[src/rtl/mispredict_recovery_ctrl.sv]
// Branch-mispredict recovery sequencer: flush, restore rename map,
// rebuild freelist, drain in-flight FUs, then redirect fetch.
module mispredict_recovery_ctrl #(
    parameter int N          = 4,
    parameter int ARCH_COUNT = 32,
    parameter int COPY_W     = 4,
    parameter int DRAIN_MAX  = 15,
    parameter int ROB_IDX_W  = 6,
    parameter int ADDR_W     = 32
) (
    input  logic                          clock,
    input  logic                          reset,
    input  logic                          mispredict,
    input  logic [ROB_IDX_W-1:0]          rob_mispred_idx,
    input  logic [ADDR_W-1:0]             redirect_target,
    input  logic                          fu_busy,
    output logic                          flush_o,
    output logic [ROB_IDX_W-1:0]          flush_idx_o,
    output logic                          map_copy_en,
    output logic [$clog2(ARCH_COUNT)-1:0] map_copy_base,
    output logic                          freelist_restore,
    output logic                          stall_o,
    output logic                          redirect_valid,
    output logic [ADDR_W-1:0]             redirect_pc,
    output logic                          drain_timeout_dbg,
    output logic [15:0]                   recover_count_dbg
);

    localparam int GROUPS = ARCH_COUNT / COPY_W;
    localparam int CW     = (GROUPS > 1) ? $clog2(GROUPS) : 1;
    localparam int BW     = $clog2(ARCH_COUNT);
    localparam int DW     = (DRAIN_MAX > 1) ? $clog2(DRAIN_MAX) : 1;

    localparam logic [CW-1:0] LAST_GRP  = CW'(GROUPS - 1);
    localparam logic [DW-1:0] DRAIN_END = DW'(DRAIN_MAX - 1);

    if ((ARCH_COUNT % COPY_W) != 0) begin : g_copy_chk
        $error("ARCH_COUNT must be a multiple of COPY_W");
    end
    if ($clog2(N + 1) > 16) begin : g_cnt_chk
        $error("recover_count_dbg too narrow for retire width");
    end

    typedef enum logic [2:0] {
        IDLE     = 3'd0,
        FLUSH    = 3'd1,
        RESTORE  = 3'd2,
        DRAIN    = 3'd3,
        REDIRECT = 3'd4
    } state_t;

    state_t                state;
    state_t                state_nx;
    logic [CW-1:0]         copy_ctr;
    logic [DW-1:0]         drain_ctr;
    logic [ROB_IDX_W-1:0]  idx_q;
    logic [ADDR_W-1:0]     pc_q;
    logic                  last_grp;
    logic                  drain_expire;
    logic                  accept;

    assign last_grp     = (copy_ctr == LAST_GRP);
    assign drain_expire = (drain_ctr == DRAIN_END);
    assign accept       = (state == IDLE) && mispredict;

    // State register
    always_ff @(posedge clock or negedge reset) begin
        if (!reset) begin
            state <= IDLE;
        end else begin
            state <= state_nx;
        end
    end

    // Next-state and outputs, decoded from registered state only
    always_comb begin
        state_nx         = state;
        flush_o          = 1'b0;
        flush_idx_o      = '0;
        map_copy_en      = 1'b0;
        map_copy_base    = '0;
        freelist_restore = 1'b0;
        redirect_valid   = 1'b0;
        redirect_pc      = '0;
        stall_o          = (state != IDLE);
        unique case (state)
            IDLE: begin
                if (mispredict) state_nx = FLUSH;
            end
            FLUSH: begin
                flush_o     = 1'b1;
                flush_idx_o = idx_q;
                state_nx    = RESTORE;
            end
            RESTORE: begin
                map_copy_en   = 1'b1;
                map_copy_base = BW'(copy_ctr) * BW'(COPY_W);
                if (last_grp) begin
                    freelist_restore = 1'b1;
                    state_nx         = DRAIN;
                end
            end
            DRAIN: begin
                if (!fu_busy || drain_expire) state_nx = REDIRECT;
            end
            REDIRECT: begin
                redirect_valid = 1'b1;
                redirect_pc    = pc_q;
                state_nx       = IDLE;
            end
            default: state_nx = IDLE;
        endcase
    end

    // Capture the branch index and target only when a recovery starts
    always_ff @(posedge clock or negedge reset) begin
        if (!reset) begin
            idx_q <= '0;
            pc_q  <= '0;
        end else if (accept) begin
            idx_q <= rob_mispred_idx;
            pc_q  <= redirect_target;
        end
    end

    // Map-copy group counter, holds at the last group
    always_ff @(posedge clock or negedge reset) begin
        if (!reset) begin
            copy_ctr <= '0;
        end else if (state == FLUSH) begin
            copy_ctr <= '0;
        end else if (state == RESTORE && !last_grp) begin
            copy_ctr <= copy_ctr + 1'b1;
        end
    end

    // Drain cycle counter, cleared on the way into DRAIN
    always_ff @(posedge clock or negedge reset) begin
        if (!reset) begin
            drain_ctr <= '0;
        end else if (state == RESTORE) begin
            drain_ctr <= '0;
        end else if (state == DRAIN && fu_busy && !drain_expire) begin
            drain_ctr <= drain_ctr + 1'b1;
        end
    end

    // Debug: sticky drain timeout and completed-recovery count
    always_ff @(posedge clock or negedge reset) begin
        if (!reset) begin
            drain_timeout_dbg <= 1'b0;
            recover_count_dbg <= '0;
        end else begin
            if (state == DRAIN && fu_busy && drain_expire) begin
                drain_timeout_dbg <= 1'b1;
            end
            if (state == REDIRECT) begin
                recover_count_dbg <= recover_count_dbg + 16'd1;
            end
        end
    end

endmodule
[config.mk]
export PLATFORM = sky130hd
export DESIGN_NAME = mispredict_recovery_ctrl
export DESIGN_NICKNAME = d
export VERILOG_FILES = /design/src/rtl/mispredict_recovery_ctrl.sv
export SDC_FILE = /design/constraint.sdc
export NUM_CORES = 1
export LEC_CHECK = 0
export ABC_AREA = 1
export BUFFER_PORTS_ARGS = -buffer_cell sky130_fd_sc_hd__buf_2
export CAP_MARGIN = 20
export CORE_ASPECT_RATIO = 0.75
export CORE_MARGIN = 2
export CORE_UTILIZATION = 54
export CTS_CLUSTER_DIAMETER = 40
export DETAILED_ROUTE_END_ITERATION = 16
export GPL_TIMING_DRIVEN = 0
export HOLD_SLACK_MARGIN = 0.05
export PLACE_DENSITY_LB_ADDON = 0.2
export SLEW_MARGIN = 30
export SYNTH_ARGS = -nofsm -noshare
export SYNTH_HDL_FRONTEND = slang
export SYNTH_SLANG_ARGS = --single-unit
[constraint.sdc]
create_clock -name clock -period 3.4 [get_ports clock]
set_clock_uncertainty 0.05 [all_clocks]
set_input_delay 0.34 -clock clock [delete_from_list [all_inputs] [get_ports clock]]
set_output_delay 0.34 -clock clock [all_outputs]
set_load 0.03 [all_outputs]
==> impl_metrics.ini <==
[sta]
setup_viol = 0
rsz0062_at_grt = false
final-hold-violation-count = 0
hold_ws_ns = 0.216
slew_viol_final = 0
finalCritPeriodShare_pct = 63.3
fmax_mhz = 465
period_needed_ns = 2.15
tns_ns = 0

[global_routing]
grt_max_degree = 40
grt_pass1_wl_um = 11700
grt_usage_pct = 22.5
grt_pass1_vias = 2604
grt-ovfl-total = 0
antenna_found_initial = 0

[finish]
final_cell_area_mm2 = 0.00392
synthToLayoutAreaGrowth_pct = 26.1
nNetsFinal = 543
drive_above_1_share_pct = 28.6
antenna_cells = 0
post-route-util_pct = 72.0

[critical_path]
cp_max_fo = 10
cp.required_ns = 3.01
crit_type = reg -> out
cp-end-kind = primary output
reg2reg_from = drain_ctr[0]
crit_slowest_cell = dfrtp_1
r2r_slack_ns = 1.95
startpoint = state[1]
max_stage_delay_ns = 0.41
critPathArrivalTime_ns = 1.76
startpoint_type = register
crit_chain = nor2_1, nand2_1, buf_4, buf_2, nor2_1, buf_2

[drt]
firstDrtPassIters = 4
ant_nets = 0
viasPerCell = 4.72
wire_per_inst_um = 11.7
drtIter0Drc = 132
drc = 0
num_vias = 2715
routed_wl_um = 6720

[yosys]
synth_ff_type = dfrtp_1
avgSynthCellArea_um2 = 8.22
synth_edf_count = 0
yosysWarnings = 0
ys_seq_area_share_pct = 52.4
syn_area_mm2 = 0.00311
ys_ff_latch = 65
netlist_instances = 378
ys_types = 28
ys_async_sr_fraction_pct = 100

[placement]
dpl-instance-area_mm2 = 0.00375
gp_congestion = 0.839
hpwl_um = 5060
port_buffers = 104

[die]
design.core.area_mm2 = 0.00544
ios = 107
start_util_pct = 57.1
rows = 23
die_w_um = 91.6
die_area_mm2 = 0.00638
die_y_um = 69.7

[power_and_ir_drop]
power_w = 0.00294
max-vdd-ir-drop_v = 0.000537
powerDensity_mw_per_mm2 = 750
p_leak_nw = 2.36

[clock_tree]
ctsRootBufferMaster = clkbuf_8
numCtsBuffers = 9
clockBufferDepth = 2
cts_tree = done
cts_resized = 0
postCtsHoldBufs = 1
cts_sinks = 65
clkLatencyLatePin_ns = 0.32
clk_pin_slew_ns = 0.07
cts_setup_buffers = 0
htree_levels = 3

[min_path]
hp-start = redirect_target[26]
hp-class = in -> reg

[run]
maxCapViolCount = 0

[status]
outcome = finished clean
-- cell type report --
cell class,instances,area (µm²)
Timing Repair Buffer,106,553
Multi-Input combinational cell,233,1130
Sequential cell,65,1630
Clock buffer,11,141
Clock inverter,4,20.0
Buffer,14,105
Fill cell,469,1520
Inverter,67,251
Tap cell,75,93.8
-- routing by layer --
| layer | part of all wire [%] | global-route usage, % |
|---|---|---|
| met1 | 47 | 30.6 |
| met2 | 47 | 36.3 |
| met3 | 5.9 | 5.76 |
| met4 | 0.62 | 5.56 |
| met5 | 0 | 0 |
-- worst max-delay path: cells and delay by family, from the launching register on --
family        cells  cell delay (ns)
simple gates      3             0.41
buf+inv           3             0.63
flops             1             0.41
-- cells in the final DEF, fill, tap and decap left out, types with 4 or more instances in the layout --
master,netlist,layout
buf_2,3,106
nor2_1,91,91
dfrtp_1,65,65
inv_1,64,64
nand2_1,40,40
a21oi_1,38,38
nand3_1,18,18
clkbuf_8,0,10
xor2_1,6,6
o21ai_0,6,6
xnor2_1,5,5
buf_6,5,5
nand4_1,5,5
ha_1,5,5
buf_4,3,4
nor2_2,4,4
clkbuf_1,3,4
clkinv_2,0,4
-- where the power goes --
part,internal [W],total (W),switching [W],leakage [nW]
Sequential,0.00104,0.00115,0.000116,0.767
Clock,0.000276,0.000543,0.000267,0.0887
Combinational,0.000386,0.00124,0.000853,1.50
-- flip-flops by register name, summed over array words and instances, names as in the netlist --
signal and cells:
drain_ctr 4, copy_ctr 3, idx_q 6, drain_timeout_dbg 1
state 3, pc_q 32, recover_count_dbg 16
-- cell usage after synthesis (4+ instances only) --
cell | number | share of area (%)
dfrtp_1 | 65 | 52
xor2_1 | 6 | 1.7
nor2_2 | 4 | 0.81
nand4_1 | 5 | 1.0
buf_6 | 5 | 1.8
ha_1 | 5 | 2.0
inv_1 | 64 | 7.7
o21ai_0 | 6 | 0.97
nand3_1 | 18 | 2.9
nand2_1 | 40 | 4.8
xnor2_1 | 5 | 1.4
a21oi_1 | 38 | 6.1
nor2_1 | 91 | 11
-- cell families after synthesis --
group / Yosys count / synth area share (%)
simple gates: 167 / 22.9
flops: 65 / 52.4
compound gates: 48 / 7.98
buf+inv: 81 / 11.5
xor+xnor: 11 / 3.10
other cells: 1 / 0.121
fa+ha+maj: 5 / 2.01
-- final timing paths --
path	end	cells past startpoint
worst max-delay path	redirect_pc[30]	6
worst min-delay path	pc_q[26]	3
worst max register to register	drain_ctr[3]	8
worst min register to register	drain_timeout_dbg	1
max in group asynchronous	idx_q[3]	3
min in group asynchronous	recover_count_dbg[7]	2
-- metrics by stage --
stage / std cells / setup slack (ns)
floorplan: 379 / 1.58
global placement: 558 / 1.60
detailed placement: 559 / 1.59
CTS: 575 / 1.22
global route: 575 / 1.09
finish: 575 / 1.25
(Power assumes the default switching activity.)
